--- src/rtl/fetch_mem_bridge_if.sv ---
// fetch_mem_bridge_if: core fetch port and memory port of the fetch bridge
interface fetch_mem_bridge_if #(
    parameter int DATA_WIDTH   = 32,
    parameter int ADDRESS_BITS = 32
);
    logic                    fetch_read;
    logic [ADDRESS_BITS-1:0] fetch_address_in;
    logic                    flush;
    logic                    fetch_ready;
    logic                    fetch_valid;
    logic [DATA_WIDTH-1:0]   fetch_data_out;
    logic [ADDRESS_BITS-1:0] fetch_address_out;
    logic                    fetch_fault;
    logic                    mem_req;
    logic [ADDRESS_BITS-1:0] mem_addr;
    logic                    mem_gnt;
    logic                    mem_rvalid;
    logic [DATA_WIDTH-1:0]   mem_rdata;

    modport master (
        input  fetch_read, fetch_address_in, flush, mem_gnt, mem_rvalid, mem_rdata,
        output fetch_ready, fetch_valid, fetch_data_out, fetch_address_out, fetch_fault,
               mem_req, mem_addr
    );

    modport slave (
        output fetch_read, fetch_address_in, flush, mem_gnt, mem_rvalid, mem_rdata,
        input  fetch_ready, fetch_valid, fetch_data_out, fetch_address_out, fetch_fault,
               mem_req, mem_addr
    );
endinterface

--- src/rtl/fetch_mem_bridge.sv ---
// fetch_mem_bridge: single-outstanding instruction fetch bridge onto a req/gnt/rvalid memory port
module fetch_mem_bridge #(
    parameter int DATA_WIDTH   = 32,
    parameter int ADDRESS_BITS = 32,
    parameter int TIMEOUT      = 64
) (
    input logic                clock,
    input logic                reset,
    fetch_mem_bridge_if.master bus
);
    localparam logic [DATA_WIDTH-1:0] NOP = DATA_WIDTH'(32'h0000_0013);
    localparam int CW = $clog2(TIMEOUT + 1);

    typedef enum logic [1:0] {IDLE, REQ, WAIT, DRAIN} state_t;

    state_t        state, state_d;
    logic          flush_seen;
    logic [CW-1:0] cnt;
    logic          bad, hit, timeout, respond;

    assign bad     = state == IDLE && bus.fetch_read && bus.fetch_address_in[1:0] != 2'b00;
    assign hit     = state == WAIT && bus.mem_rvalid && !bus.flush;
    assign timeout = state == WAIT && !bus.mem_rvalid && !bus.flush && cnt == CW'(TIMEOUT - 1);
    assign respond = bad || hit || timeout;

    assign bus.fetch_ready = state == IDLE;
    assign bus.mem_req     = state == REQ;

    always_comb begin
        state_d = state;
        case (state)
            IDLE:    state_d = bus.fetch_read && bus.fetch_address_in[1:0] == 2'b00 ? REQ : IDLE;
            REQ:     state_d = !bus.mem_gnt ? REQ : (flush_seen || bus.flush) ? DRAIN : WAIT;
            WAIT:    state_d = bus.mem_rvalid ? IDLE : (bus.flush || timeout) ? DRAIN : WAIT;
            DRAIN:   state_d = bus.mem_rvalid ? IDLE : DRAIN;
            default: state_d = IDLE;
        endcase
    end

    // mem_addr doubles as the latched fetch address; only aligned addresses are ever captured
    always_ff @(posedge clock) begin
        if (!reset) begin
            state                 <= IDLE;
            flush_seen            <= 1'b0;
            cnt                   <= '0;
            bus.mem_addr          <= '0;
            bus.fetch_valid       <= 1'b0;
            bus.fetch_fault       <= 1'b0;
            bus.fetch_data_out    <= '0;
            bus.fetch_address_out <= '0;
        end else begin
            state           <= state_d;
            flush_seen      <= state == REQ && state_d == REQ && (flush_seen || bus.flush);
            cnt             <= state == WAIT ? cnt + 1'b1 : '0;
            bus.fetch_valid <= respond;
            if (state == IDLE && state_d == REQ)
                bus.mem_addr <= bus.fetch_address_in;
            if (respond) begin
                bus.fetch_fault       <= !hit;
                bus.fetch_data_out    <= hit ? bus.mem_rdata : NOP;
                bus.fetch_address_out <= bad ? bus.fetch_address_in : bus.mem_addr;
            end
        end
    end
endmodule
--- src/flat_wrapper.sv ---
// flat-port wrapper written by rule: the top's interface ports become plain ports
module fetch_mem_bridge_flat 
#(
    parameter int DATA_WIDTH   = 32,
    parameter int ADDRESS_BITS = 32,
    parameter int TIMEOUT      = 64
)
  (clock, reset, bus_fetch_read, bus_fetch_address_in, bus_flush, bus_mem_gnt, bus_mem_rvalid, bus_mem_rdata, bus_fetch_ready, bus_fetch_valid, bus_fetch_data_out, bus_fetch_address_out, bus_fetch_fault, bus_mem_req, bus_mem_addr);
  fetch_mem_bridge_if #(.DATA_WIDTH(DATA_WIDTH), .ADDRESS_BITS(ADDRESS_BITS)) bus_i ();
  input logic clock;
  input logic reset;
  input wire logic [$bits(bus_i.fetch_read)-1:0] bus_fetch_read;
  input wire logic [$bits(bus_i.fetch_address_in)-1:0] bus_fetch_address_in;
  input wire logic [$bits(bus_i.flush)-1:0] bus_flush;
  input wire logic [$bits(bus_i.mem_gnt)-1:0] bus_mem_gnt;
  input wire logic [$bits(bus_i.mem_rvalid)-1:0] bus_mem_rvalid;
  input wire logic [$bits(bus_i.mem_rdata)-1:0] bus_mem_rdata;
  output wire logic [$bits(bus_i.fetch_ready)-1:0] bus_fetch_ready;
  output wire logic [$bits(bus_i.fetch_valid)-1:0] bus_fetch_valid;
  output wire logic [$bits(bus_i.fetch_data_out)-1:0] bus_fetch_data_out;
  output wire logic [$bits(bus_i.fetch_address_out)-1:0] bus_fetch_address_out;
  output wire logic [$bits(bus_i.fetch_fault)-1:0] bus_fetch_fault;
  output wire logic [$bits(bus_i.mem_req)-1:0] bus_mem_req;
  output wire logic [$bits(bus_i.mem_addr)-1:0] bus_mem_addr;
  assign bus_i.fetch_read = bus_fetch_read;
  assign bus_i.fetch_address_in = bus_fetch_address_in;
  assign bus_i.flush = bus_flush;
  assign bus_i.mem_gnt = bus_mem_gnt;
  assign bus_i.mem_rvalid = bus_mem_rvalid;
  assign bus_i.mem_rdata = bus_mem_rdata;
  assign bus_fetch_ready = bus_i.fetch_ready;
  assign bus_fetch_valid = bus_i.fetch_valid;
  assign bus_fetch_data_out = bus_i.fetch_data_out;
  assign bus_fetch_address_out = bus_i.fetch_address_out;
  assign bus_fetch_fault = bus_i.fetch_fault;
  assign bus_mem_req = bus_i.mem_req;
  assign bus_mem_addr = bus_i.mem_addr;
  fetch_mem_bridge #(.DATA_WIDTH(DATA_WIDTH), .ADDRESS_BITS(ADDRESS_BITS), .TIMEOUT(TIMEOUT)) u_core (.clock(clock), .reset(reset), .bus(bus_i));
endmodule
--- config.mk ---
export PLATFORM = sky130hd
export DESIGN_NAME = fetch_mem_bridge_flat
export DESIGN_NICKNAME = d
export VERILOG_FILES = /design/src/rtl/fetch_mem_bridge_if.sv /design/src/rtl/fetch_mem_bridge.sv /design/src/flat_wrapper.sv
export SDC_FILE = /design/constraint.sdc
export NUM_CORES = 1
export LEC_CHECK = 0
export ABC_AREA = 1
export BUFFER_PORTS_ARGS = -buffer_cell sky130_fd_sc_hd__buf_4
export CELL_PAD_IN_SITES_DETAIL_PLACEMENT = 0
export CELL_PAD_IN_SITES_GLOBAL_PLACEMENT = 1
export CORE_MARGIN = 3
export CORE_UTILIZATION = 33
export CTS_CLUSTER_DIAMETER = 200
export DETAILED_ROUTE_END_ITERATION = 6
export PLACE_DENSITY_LB_ADDON = 0.1
export SYNTH_ARGS = -nofsm -noshare
export SYNTH_HDL_FRONTEND = slang
export SYNTH_SLANG_ARGS = --single-unit
--- constraint.sdc ---
create_clock -name clock -period 2.02 [get_ports clock]
set_input_delay 0.404 -clock clock [delete_from_list [all_inputs] [get_ports clock]]
set_output_delay 0.404 -clock clock [all_outputs]
set_load 0.02 [all_outputs]
-- Word level (Yosys, flattened, before mapping)
Index checks and enable logic that the tools add are counted.
- memories kept: 0
- ROM bits: 0
- output and inout bits: 100
- memory bits (writable): 0
- word-level logic and storage cells: 45
- flip-flop bits (word level): 108
- bits in latches: 0
- reduce and logical (&&, ||, !) cells: 22
- bitwise logic cells: 0
- muxes and demuxes: 9
- eq/ne operators: 5
- $lt $le $gt $ge: 0
- shift-type cells: 0
- divide/modulo/power cells: 0
- multipliers: 0
- add/sub/neg operators: 1
- operator list (cell ; number):
    32-bit 2-to-1 mux ; 2
    1-bit logical AND ; 11
    2-bit case mux with 4 select lines ; 1
    7-bit by 1-bit adder with 7-bit output (second input constant) ; 1
    7-bit by 6-bit == test with 1-bit output (second input constant) ; 1
    2-bit 2-to-1 mux ; 3
    2-bit by 1-bit == test with 1-bit output (second input constant) ; 2
    2-bit == test (second input constant) ; 2
    2-bit logical NOT ; 2
    1-bit logical OR ; 4
    1-bit logical NOT ; 3
    1-bit 2-to-1 mux ; 3
    2-bit AND reduction ; 1
    2-bit nonzero test ; 1

-- Longest topological paths before layout
Gate-level depths: netlist (run 1).
- word-level depth: 11
- gate-level depth with buffers: 11

-- Least setup slack after synthesis (run 1)
Ideal clock, no wire load.
- kind: register to register
- start: register u_core.state[1]
- end: register u_core.bus.fetch_address_out[23]
- path slack: 531 ps
- arrival: 1376 ps
- stages on the path, launching flop included: 9
- library setup time: 113 ps
- cells stage by stage: dfxtp_1 nor2_2 nand3_4 inv_2 buf_4 buf_2 o21ai_0 nor2_1 nor2_1
- longest elaborated chain between the ends: 5
- elaborated cells between the ends (all ways): 12
- classes of those cells: 1 x eq/ne; 1 x mux; 10 x reduce/logical
- RTL lines (what ; RTL line ; RTL):
    start: declaration ; fetch_mem_bridge.sv:16 ; state_t state, state_d;
    start signal: assignment ; fetch_mem_bridge.sv:52 ; state <= state_d;
    2-bit logical NOT * ; - ;
    named net bus_fetch_ready ; flat_wrapper.sv:18 ; output wire logic [$bits(bus_i.fetch_ready)-1:0] bus_fetch_ready;
    1-bit logical AND * (2 in a row) ; fetch_mem_bridge.sv:21 ; assign bad = state == IDLE && bus.fetch_read && bus.fetch_address_in[1:0] != 2'b00;
    1-bit logical OR (2 in a row) ; fetch_mem_bridge.sv:24 ; assign respond = bad || hit || timeout;
    end signal: assignment ; fetch_mem_bridge.sv:61 ; bus.fetch_address_out <= bad ? bus.fetch_address_in : bus.mem_addr;
    end: declaration ; fetch_mem_bridge_if.sv:22 ; output fetch_ready, fetch_valid, fetch_data_out, fetch_address_out, fetch_fault,
Mark *: on every way through the listed nets, which the timed path passes. The rest lies on a longest branch.
A chain may end at the register's enable or synchronous reset.

-- Worst setup path in the final report (run 1)
- start: register u_core.cnt[0]
- end: register u_core.bus.fetch_address_out[2]
- longest elaborated chain between the ends: 3
- RTL lines (what ; RTL line ; RTL):
    start: declaration ; fetch_mem_bridge.sv:18 ; logic [CW-1:0] cnt;
    start signal: assignment ; fetch_mem_bridge.sv:54 ; cnt <= state == WAIT ? cnt + 1'b1 : '0;
    7-bit by 6-bit == test with 1-bit output ; fetch_mem_bridge.sv:23 ; assign timeout = state == WAIT && !bus.mem_rvalid && !bus.flush && cnt == CW'(TIMEOUT - 1);
    1-bit logical AND ; fetch_mem_bridge.sv:23 ;
    1-bit logical OR ; fetch_mem_bridge.sv:24 ;
Every way passes these cells.

==> metrics.md, run 1 <==
| Metric | Value |
|---|---|
| Worst-Skew Late Latency | `around 0.35 ns` |
| Synthesized Nets | `between 700 and 800` |
| Largest net degree at the start of global routing | `62` |
| I/O pin total | `170` |
| Most frequent cells in the layout | `buf_4 (177), nand2_1 (174), dfxtp_1 (108)` |
| Die Wd | `122 um` |
| Drt initial violations | `approximately 260` |
| Commonest non-fill, non-tap cell in the layout | `buf_4` |
| Pre-CTS WS | `about 0.14 ns` |
| CTS tree | `built` |
| Post-route antenna net violation count | `0` |
| Fin Clk Skew | `0.00710 ns` |
| Total grt overflow | `0` |
| Setup TNS | `0 ns` |
| Htree depth | `3` |
| Critical path type | `reg2reg` |
| Mean Syn Cell Area | `approximately 7.1 um^2` |
| Syn Std Cell Area | `4440 um^2` |
| Sink Count | `~110` |
| DR pass1 iterations | `4` |
| Initial Util | `around a third` |
| Vias/cell | `between 4 and 5` |
| All-layer global routing usage | `between 10% and 20%` |
| FF-to-FF setup slack | `0.18 ns` |
| Area leader, netlist | `dfxtp_1` |
| Unrepaired setup endpoints after global routing | `no` |
| Share of the synthesized area in the top cell type | `a little under 50%` |
| CTS Hold Bufs | `0` |
| Chip Height | `122 um` |
| Final WS setup | `~0.18 ns` |
| Root Driver | `clkbuf_16` |
| Worst-margin pin slew | `approximately 0.45 ns` |
| DRT Wirelength | `around 12000 um` |
| Post-synthesis cell type count | `24` |
| Initial antenna violation count | `0` |
| CTS Buf Count | `9` |
| Most area-consuming cells after synthesis | `dfxtp_1 (49%), nand2_1 (15%), a21oi_1 (6.6%), o21ai_0 (6.2%), nor2_1 (6.1%)` |
| # resized after CTS | `0` |
| Hold crit path type | `in2reg` |
| Max-cap violations | `0` |
| Setup Viol. Count Final | `0` |
| Final Hold Fails | `0` |
| FMAX | `0.544 GHz` |
| Vias after detailed routing | `about 4300` |
| N_diodes | `0` |
| Final worst path period share | `about nine tenths` |
| Power Density | `roughly 760 nW/um^2` |
| Pins Over Slew Limit | `0` |
| Fillers | `~1300` |
| Req. time, crit path | `about 2.3 ns` |
| Min Clock Period, post-route | `around 1.8 ns` |
| CTS Buffer Depth | `2` |
| DRC | `0` |
| First-pass GRT wire length | `19600 um` |
| Post-synthesis cell count | `630` |
| Setup Buffers After CTS | `0` |
| Seq/Total Area, Yosys | `around half` |
| Clk slew on worst S/H paths | `0.07 ns` |
| Worst Path Max Fanout | `35` |
| Row count | `a little over 40` |
| Ratio of cells with drive above 1 in the final layout | `approximately a quarter` |
| Nets@finish | `859` |
| Syn. warnings | `0` |
| GP Congestion | `between 0.7 and 0.8` |
| Per-cell routed wire length | `between 10 and 15 um` |
| Worst setup EP type | `flop` |
| Startpoint Class | `flop` |
| Die area | `around 15000 um^2` |
| Post-DP HPWL | `between 9000 and 10000 um` |
| Number of global-route vias before repair | `4077` |
| Status | `completed` |
| Core Area | `between 10000 and 15000 um^2` |
| IO buf count | `169` |
| Pleak | `between 2 and 3 nW` |
| Max IR drop VDD | `between 300 and 400 uV` |
| Synthesis-to-layout area growth | `39.1%` |
| Worst slew margin | `a little over two thirds` |
| Seq cells post-synth | `around 110` |
| WP data arrival | `2.08 ns` |
## through the flow
| step | util (%) | instance area, um^2 | hold WS [ns] | total power [mW] | std cells |
|---|---|---|---|---|---|
| after floorplan | - | 4440 | 0.418 | 2.78 | 630 |
| after global placement | 45.9 | 5910 | 0.428 | 3.15 | 949 |
| after detailed placement | 45.9 | 5910 | 0.445 | 3.16 | 949 |
| after CTS | 48.0 | 6180 | 0.265 | 4.81 | 965 |
| after global routing | 48.0 | 6180 | 0.276 | 4.99 | 965 |
| final | 48.0 | 6180 | 0.281 | 4.73 | 965 |
## kinds of logic after synthesis
logic type      count (synthesis)  synth area share, %
flops                         108                 48.7
buf+inv                       107                 10.3
simple gates                  298                 27.6
compound gates                116                 13.2
fa+ha+maj                       1                0.282
## per-layer routing
metal / GRT usage (%) / routed length (um) / vias to the layer above / part of all wire (%)
met4: 7.49 / 326 / 0 / 2.6
met1: 21.0 / 5500 / 1901 / 44
met2: 26.5 / 5710 / 121 / 46
met3: 4.87 / 924 / 21 / 7.4
met5: 0 / 0 / - / 0
li1: - / - / 2279 / -
## cells in the mapped netlist
| master | instances |
|---|---|
| nand2_1 | 174 |
| buf_4 | 2 |
| buf_1 | 1 |
| nor2_1 | 72 |
| buf_2 | 9 |
| o31ai_1 | 1 |
| a21oi_1 | 59 |
| nand3_1 | 36 |
| or2_2 | 3 |
| clkbuf_1 | 18 |
| nand3b_1 | 1 |
| dfxtp_1 | 108 |
| buf_6 | 5 |
| inv_1 | 69 |
| nor2_2 | 4 |
| nand3_4 | 1 |
| o21a_1 | 1 |
| clkinv_1 | 1 |
| inv_2 | 2 |
| ha_1 | 1 |
| nor3b_1 | 2 |
| o21ai_0 | 55 |
| nor2_4 | 2 |
| nor3_1 | 3 |
## final timing paths
kind	cells past startpoint	endpoint	startpoint
worst max-delay path	10	u_core.bus.fetch_address_out[2]$_SDFFE_PN0P_	u_core.cnt[0]$_SDFF_PN0_
worst min-delay path	3	u_core.bus.fetch_data_out[2]$_SDFFE_PN0P_	bus_mem_rdata[2]
worst max register to register	10	u_core.bus.fetch_address_out[2]$_SDFFE_PN0P_	u_core.cnt[0]$_SDFF_PN0_
worst min register to register	1	u_core.cnt[0]$_SDFF_PN0_	u_core.cnt[0]$_SDFF_PN0_
## state kept, by name (all words and copies together) (netlist names)
name,flops
u_core.bus.fetch_address_out,32
u_core.bus.fetch_valid,1
u_core.bus.mem_addr,32
u_core.cnt,7
u_core.flush_seen,1
u_core.bus.fetch_data_out,32
u_core.bus.fetch_fault,1
u_core.state,2
## critical path, cell delays in order, from the launching register on
cell and delay [ns]:
dfxtp_1 0.33, ha_1 0.22, nand2_1 0.12, nor2_2 0.07, nand2_1 0.13, nor2_2 0.07, nor2_4 0.36, buf_12 0.25
nand2_1 0.07, nand2_1 0.06, nor2_1 0.04
## layout make-up
type | count | area [um^2] | share of cell area (%)
sequential | 108 | 2160 | 35.0
multi-input combinational | 415 | 1830 | 29.7
timing repair buffer | 182 | 1430 | 23.1
inverter | 72 | 270 | 4.37
clock buffer | 11 | 243 | 3.93
tap | 172 | 215 | 3.48
clock inverter | 5 | 27.5 | 0.445
## report_power, final
| part | internal [mW] | switching [mW] | leakage, nW |
|---|---|---|---|
| logic | 0.347 | 0.464 | 1.89 |
| clock network | 0.862 | 0.766 | 0.135 |
| registers | 2.23 | 0.0583 | 0.881 |
Power figures use the tool's default switching activity.
==> run 2: changes to the inputs <==
--- a/config.mk
+++ b/config.mk
@@ -6,10 +6,10 @@
 export NUM_CORES = 1
 export LEC_CHECK = 0
-export ABC_AREA = 1
+export ABC_AREA = 0
 export BUFFER_PORTS_ARGS = -buffer_cell sky130_fd_sc_hd__buf_4
 export CELL_PAD_IN_SITES_DETAIL_PLACEMENT = 0
 export CELL_PAD_IN_SITES_GLOBAL_PLACEMENT = 1
 export CORE_MARGIN = 3
-export CORE_UTILIZATION = 33
+export CORE_UTILIZATION = 39
 export CTS_CLUSTER_DIAMETER = 200
 export DETAILED_ROUTE_END_ITERATION = 6
==> constraint.sdc (replaced) <==
create_clock -name clock -period 2.3 [get_ports clock]
set_input_delay 0.115 -clock clock [delete_from_list [all_inputs] [get_ports clock]]
set_output_delay 0.115 -clock clock [all_outputs]
set_load 0.02 [all_outputs]
==> run 2 against run 1 <==
Compared with the run above:
- routed wire length fell by 4.8%
- design area fell by 1.5%
- sequential power down 13%
- die area shrank 15%
- clock power down 7%
- global-route usage is 1.5 points higher
- flip-flop and latch count stayed put
- power is 12% lower
- core utilization is 7.7 points higher
- combinational power fell by 21%
- critical path type unchanged
- largest power group unchanged
==> metrics.md, run 2 <==
| Metric | Value |
|---|---|
| Fillers | `just over 1000` |
| DR pass1 iterations | `4` |
| Worst path cell trace | `ha_1 -> nand4_1 -> or4_4 -> buf_4 -> a32oi_1 -> nor2b_1` |
| Final Hold Fails | `0` |
| Worst Path Max Fanout | `29` |
| Root Driver | `clkbuf_16` |
| Per-cell routed wire length | `between 15 and 20 um` |
| Crit Reg-Reg Startpoint | `u_core.cnt[0]$_SDFF_PN0_` |
| Req. time, crit path | `approximately 2.5 ns` |
| Critical Path Source | `u_core.cnt[0]$_SDFF_PN0_` |
| Largest net degree at the start of global routing | `54` |
| Most area-consuming cells after synthesis | `dfxtp_1 (49%), mux2i_1 (6.8%), a32oi_1 (5.7%), nand2_1 (5.6%), o31ai_1 (5.4%)` |
| Htree depth | `3` |
| I/O pin total | `170` |
| Area leader, netlist | `dfxtp_1` |
| Nets@finish | `between 600 and 700` |
| Die Wd | `112 um` |
| Row count | `38` |
| Number of global-route vias before repair | `between 3000 and 4000` |
| FMAX | `about 0.5 GHz` |
| Post-synthesis cell type count | `43` |
| Vias after detailed routing | `a little under 4000` |
| Reg-to-Reg End | `u_core.bus.fetch_data_out[16]$_SDFFE_PN0P_` |
| Startpoint Class | `flop` |
| CTS Buffer Depth | `2` |
| Mean Syn Cell Area | `a little under 10 um^2` |
| # resized after CTS | `0` |
| Critical path type | `reg2reg` |
| Unrepaired setup endpoints after global routing | `no` |
| WP data arrival | `2.26 ns` |
| Ys async rst share | `0%` |
| CTS Hold Bufs | `1` |
| Pins Over Slew Limit | `0` |
| Sink Count | `108` |
| Slowest CP cell | `or4_4` |
| CTS Buf Count | `9` |
| Setup Buffers After CTS | `0` |
| Max-cap violations | `0` |
| FF-to-FF setup slack | `0.26 ns` |
| Status | `completed` |
| Max IR drop VDD | `461 uV` |
| Initial antenna violation count | `0` |
| Worst slew margin | `a little over three fifths` |
| Post-synthesis cell count | `roughly 450` |
| Fin Clk Skew | `between 0.009 and 0.01 ns` |
| Power Density | `about 680 nW/um^2` |
| Most frequent cells after synthesis | `dfxtp_1 (108), nand2_1 (66), nor2b_1 (33)` |
| All-layer global routing usage | `~18%` |
| Drt initial violations | `roughly 260` |
| Ratio of cells with drive above 1 in the final layout | `a little over a third` |
| CP max stage delay | `0.58 ns` |
| Syn Std Cell Area | `4420 um^2` |
| Chip Height | `112 um` |
| DRC | `0` |
| Min Clock Period, post-route | `2.04 ns` |
| Post-route antenna net violation count | `0` |
| Count leader, synth | `dfxtp_1` |
| Vias/cell | `about 5.1` |
| Core Area | `10900 um^2` |
| Synthesis-to-layout area growth | `37.8%` |
| CP endpoint | `u_core.bus.fetch_data_out[16]$_SDFFE_PN0P_` |
| Main flop type after synthesis | `dfxtp_1` |
| Commonest non-fill, non-tap cell in the layout | `buf_4` |
| First-pass GRT wire length | `approximately 19000 um` |
| Final worst path period share | `88.6%` |
| Synthesized Nets | `around 520` |
| Post-DP HPWL | `around 8000 um` |
| Seq/Total Area, Yosys | `between 40% and 50%` |
| Clk slew on worst S/H paths | `0.07 ns` |
| Worst setup EP type | `flop` |
| Regs by FF count | `u_core.bus.fetch_address_out: 32 flops, u_core.bus.fetch_data_out: 32 flops, u_core.bus.mem_addr: 32 flops` |
| Final core occ | `between 50 and 60%` |
| Total grt overflow | `0` |
| Worst-Skew Late Latency | `around 0.33 ns` |
| Total Power | `a little over 4 mW` |
| GP Congestion | `0.804` |
| Number of synthesized flops with an enable pin | `0` |
| Initial Util | `40.4%` |
| N_diodes | `0` |
| Worst-margin pin slew | `roughly 0.55 ns` |
| IO buf count | `169` |
| Syn. warnings | `0` |
| CTS tree | `built` |
| Seq cells post-synth | `108` |
| Most frequent cells in the layout | `buf_4 (182), dfxtp_1 (108), nand2_1 (66)` |
| Worst reg-to-reg path cell count | `6` |
| Hold crit path type | `in2reg` |
| Setup TNS | `0 ns` |
| Die area | `approximately 13000 um^2` |
| Pleak | `around 2.5 nW` |
| Setup Viol. Count Final | `0` |
| Share of the synthesized area in the top cell type | `slightly below 50%` |
| DRT Wirelength | `between 10000 and 15000 um` |
[run 2: changes by cell type after synthesis, sizes merged, moves of 33 or more]
cell	change
nor2	-67
inv	-69
nor2b	+33
nand2	-107
o21ai	-50
nand3	-35
[run 2: through the flow]
stage | std cells | area, um^2 | hold WS [ns] | worst slack [ns]
6_report | 751 | 6090 | 0.0268 | 0.262
5_1_grt | 751 | 6090 | 0.0226 | 0.0751
4_1_cts | 751 | 6090 | 0.0185 | 0.258
3_5_place_dp | 735 | 5800 | 0.302 | 0.262
3_3_place_gp | 735 | 5800 | 0.295 | 0.320
2_1_floorplan | 451 | 4420 | 0.191 | 0.524
[run 2: area by class of cell]
type / count / area (um^2) / area share (%)
inverters: 2 / 7.51 / 0.123
repair buffers: 184 / 1400 / 22.9
flip-flops and latches: 108 / 2160 / 35.5
well taps: 140 / 175 / 2.88
multi-input cells: 302 / 2060 / 33.9
clock buffers: 11 / 233 / 3.82
clock inverters: 4 / 51.3 / 0.842
[run 2: worst min path at each step]
stage	start	endpoint	slack (ns)	cells after the start
final	bus_mem_rdata[30]	u_core.bus.fetch_data_out[30]$_SDFFE_PN0P_	0.03	3
after global routing	bus_fetch_address_in[7]	u_core.bus.mem_addr[7]$_SDFFE_PN0P_	0.02	3
after CTS	bus_mem_rdata[20]	u_core.bus.fetch_data_out[20]$_SDFFE_PN0P_	0.02	3
after detailed placement	bus_mem_gnt	u_core.flush_seen$_SDFF_PN0_	0.30	2
after global placement	bus_mem_gnt	u_core.flush_seen$_SDFF_PN0_	0.30	2
after floorplan	bus_mem_gnt	u_core.flush_seen$_SDFF_PN0_	0.19	1
[run 2: cells by family after synthesis]
logic type / synth area share [%]
DFF: 48.9
muxes: 6.79
and+or+nand+nor: 15.3
AOI/OAI and AO/OA: 23.2
adders and majority gates: 0.283
xor gates and xnor gates: 0.595
buffers and inverters: 4.90
[run 2: metal layers]
metal	up-vias	wire length [um]	track usage (%)
li1	1940	-	-
met1	1775	5350	24.5
met2	141	5530	29.2
met3	7	910	5.44
met4	0	82	3.37
met5	-	0	0
[run 2: critical path: cells and delay by family (launching register included)]
| family | cells | cell delay, ns |
|---|---|---|
| buffers and inverters | 1 | 0.25 |
| and+or+nand+nor | 3 | 0.87 |
| adders and majority gates | 1 | 0.21 |
| AOI/OAI and AO/OA | 1 | 0.24 |
| DFF | 1 | 0.35 |
[run 2: report_power, final]
part / total [mW] / switching [mW] / internal (mW)
Sequential: 2.00 / 0.0489 / 1.95
Clock: 1.51 / 0.666 / 0.841
Combinational: 0.644 / 0.344 / 0.300
==> run 3: changes to the inputs <==
- CORE_ASPECT_RATIO: not set -> 1.25
- RECOVER_POWER: not set -> 50
==> run 3 against run 2 <==
Compared with the run above:
- sequential power hardly changed
- critical path depth is 1 lower
- count of clock-buffer cells in the layout is 1 higher
- critical path type unchanged
- worst hold slack worse by 0.0099 ns
- largest cell class unchanged
- design area is 5.7% lower
- non-clock buffer count is 2 lower
- combinational power is 8.5% lower
==> metrics.md, run 3 (same netlist as run 2, synthesis figures left out) <==
| Metric | Value |
|---|---|
| DRC | `0` |
| CP max stage delay | `approximately 0.6 ns` |
| FF-to-FF setup slack | `approximately 0.31 ns` |
| Crit Reg-Reg Startpoint | `u_core.state[1]$_SDFF_PN0_` |
| N_diodes | `0` |
| Worst reg-to-reg path cell count | `5` |
| CP endpoint | `u_core.bus.fetch_data_out[3]$_SDFFE_PN0P_` |
| DR pass1 iterations | `4` |
| Setup Buffers After CTS | `0` |
| Unrepaired setup endpoints after global routing | `no` |
| Pre-CTS WS | `~0.33 ns` |
| WP data arrival | `approximately 2.2 ns` |
| Post-DP HPWL | `slightly above 8000 um` |
| CTS Buffer Depth | `2` |
| Htree depth | `3` |
| Die Wd | `between 100 and 150 um` |
| Hold crit path type | `in2reg` |
| Clk slew on worst S/H paths | `approximately 0.07 ns` |
| Worst path cell trace | `nand2b_1 -> or4_4 -> buf_4 -> a32oi_1 -> nor2b_1` |
| Placed instance area | `slightly below 6000 um^2` |
| Final worst path period share | `86.7%` |
| Pins Over Slew Limit | `0` |
| Regs by FF count | `u_core.bus.fetch_address_out: 32 flops, u_core.bus.fetch_data_out: 32 flops, u_core.bus.mem_addr: 32 flops` |
| FMAX | `between 0.5 and 0.6 GHz` |
| Fillers | `around 1100` |
| Initial antenna violation count | `0` |
| Min Clock Period, post-route | `between 1.5 and 2 ns` |
| Fin Clk Skew | `between 0.005 and 0.006 ns` |
| Slowest CP cell | `or4_4` |
| Drt initial violations | `between 100 and 150` |
| Total grt overflow | `0` |
| Root Driver | `clkbuf_16` |
| Setup TNS | `0 ns` |
| Commonest non-fill, non-tap cell in the layout | `dfxtp_1` |
| Pleak | `approximately 2.1 nW` |
| Vias after detailed routing | `approximately 3900` |
| GP Congestion | `~0.73` |
| Worst-margin pin slew | `~0.47 ns` |
| Critical path type | `reg2reg` |
| # resized after CTS | `0` |
| Vias/cell | `roughly 5.2` |
| DRT Wirelength | `~12000 um` |
| Ratio of cells with drive above 1 in the final layout | `19.8%` |
| Req. time, crit path | `about 2.5 ns` |
| Power Density | `between 700 and 800 nW/um^2` |
| Most frequent cells in the layout | `dfxtp_1 (108), clkbuf_1 (100), buf_4 (79)` |
| Row count | `42` |
| Post-route antenna net violation count | `0` |
| All-layer global routing usage | `between 10% and 20%` |
| Worst slew margin | `between 60% and 70%` |
| Die area | `around 13000 um^2` |
| Post-route cell area | `5750 um^2` |
| Largest net degree at the start of global routing | `73` |
| Synthesis-to-layout area growth | `30.0%` |
| Worst Path Max Fanout | `29` |
| Reg-to-Reg End | `u_core.bus.fetch_data_out[3]$_SDFFE_PN0P_` |
| First-pass GRT wire length | `18600 um` |
| Max-cap violations | `0` |
| Final WS setup | `roughly 0.31 ns` |
| Setup Viol. Count Final | `0` |
| Status | `completed` |
| Per-cell routed wire length | `16.4 um` |
| IO buf count | `about 170` |
| Nets@finish | `just under 700` |
| Number of global-route vias before repair | `~3700` |
| Worst setup EP type | `flop` |
| Critical Path Source | `u_core.state[1]$_SDFF_PN0_` |
| Worst-Skew Late Latency | `0.33 ns` |
| Chip Height | `between 100 and 150 um` |
| Startpoint Class | `flop` |
| Core Area | `roughly 11000 um^2` |
| Initial Util | `about two fifths` |
| Final Hold Fails | `0` |
| I/O pin total | `170` |
| Sink Count | `108` |
| CTS tree | `built` |
| Max IR drop VDD | `around 330 uV` |
| CTS Buf Count | `9` |
-- run 3: cell types whose count changed in the layout (fill, tap and decap cells not counted) --
cell        change
buf_4         -103
clkbuf_1       +98
buf_12          +3
clkbuf_8        +1
clkinv_2        +1
clkinvlp_4      -1
-- run 3: area by class of cell --
type | instances | area, um^2 | share of cell area (%)
sequential | 108 | 2160 | 37.6
clock inverter | 4 | 48.8 | 0.849
clock buffer | 12 | 246 | 4.29
inverter | 2 | 7.51 | 0.131
multi-input combinational | 302 | 2060 | 35.9
timing repair buffer | 182 | 1050 | 18.3
tap | 132 | 165 | 2.87
-- run 3: worst max-delay path: cells and delay by family (launching register included) --
| family | cells | cell delay, ns |
|---|---|---|
| AND/OR/NAND/NOR | 3 | 0.84 |
| buffers and inverters | 1 | 0.25 |
| flip-flops | 1 | 0.54 |
| AO/OA/AOI/OAI | 1 | 0.24 |
-- run 3: routing by layer --
metal	vias to the layer above	wire length (um)	GRT usage [%]
met5	-	0	0
met4	0	237	6.89
met3	17	863	3.68
met2	126	5950	30.5
met1	1792	5120	22.0
li1	1927	-	-
-- run 3: worst min-delay path by stage --
stage	startpoint	to	slack (ns)	depth (start not counted)
after CTS	bus_mem_rdata[16]	u_core.bus.fetch_data_out[16]$_SDFFE_PN0P_	0.009	3
after floorplan	bus_mem_gnt	u_core.flush_seen$_SDFF_PN0_	0.19	1
after detailed placement	bus_mem_gnt	u_core.flush_seen$_SDFF_PN0_	0.31	2
final	bus_mem_rdata[20]	u_core.bus.fetch_data_out[20]$_SDFFE_PN0P_	0.02	3
after global routing	bus_fetch_address_in[4]	u_core.bus.mem_addr[4]$_SDFFE_PN0P_	0.03	3
after global placement	bus_mem_gnt	u_core.flush_seen$_SDFF_PN0_	0.30	2
-- run 3: what timing repair did --
item	in CTS	in global routing
setup endpoints to repair	0	0
hold buffers	1	0
endpoints found under the hold margin	1	0
-- run 3: report_power, final --
group          total, mW  internal, mW  switching (mW)
Sequential          2.00          1.95          0.0484
Clock               1.53         0.874           0.659
Combinational      0.589         0.242           0.347
Total               4.12          3.06            1.06
-- run 3: per-stage QoR --
step / hold WS [ns] / util (%) / power [mW] / cells
after detailed placement: 0.311 / 53.7 / 2.70 / 725
after floorplan: 0.191 / - / 2.40 / 451
final: 0.0169 / 53.1 / 4.12 / 742
after CTS: 0.00933 / 56.5 / 4.24 / 742
after global routing: 0.0256 / 53.1 / 4.29 / 742
after global placement: 0.297 / 53.7 / 2.69 / 725
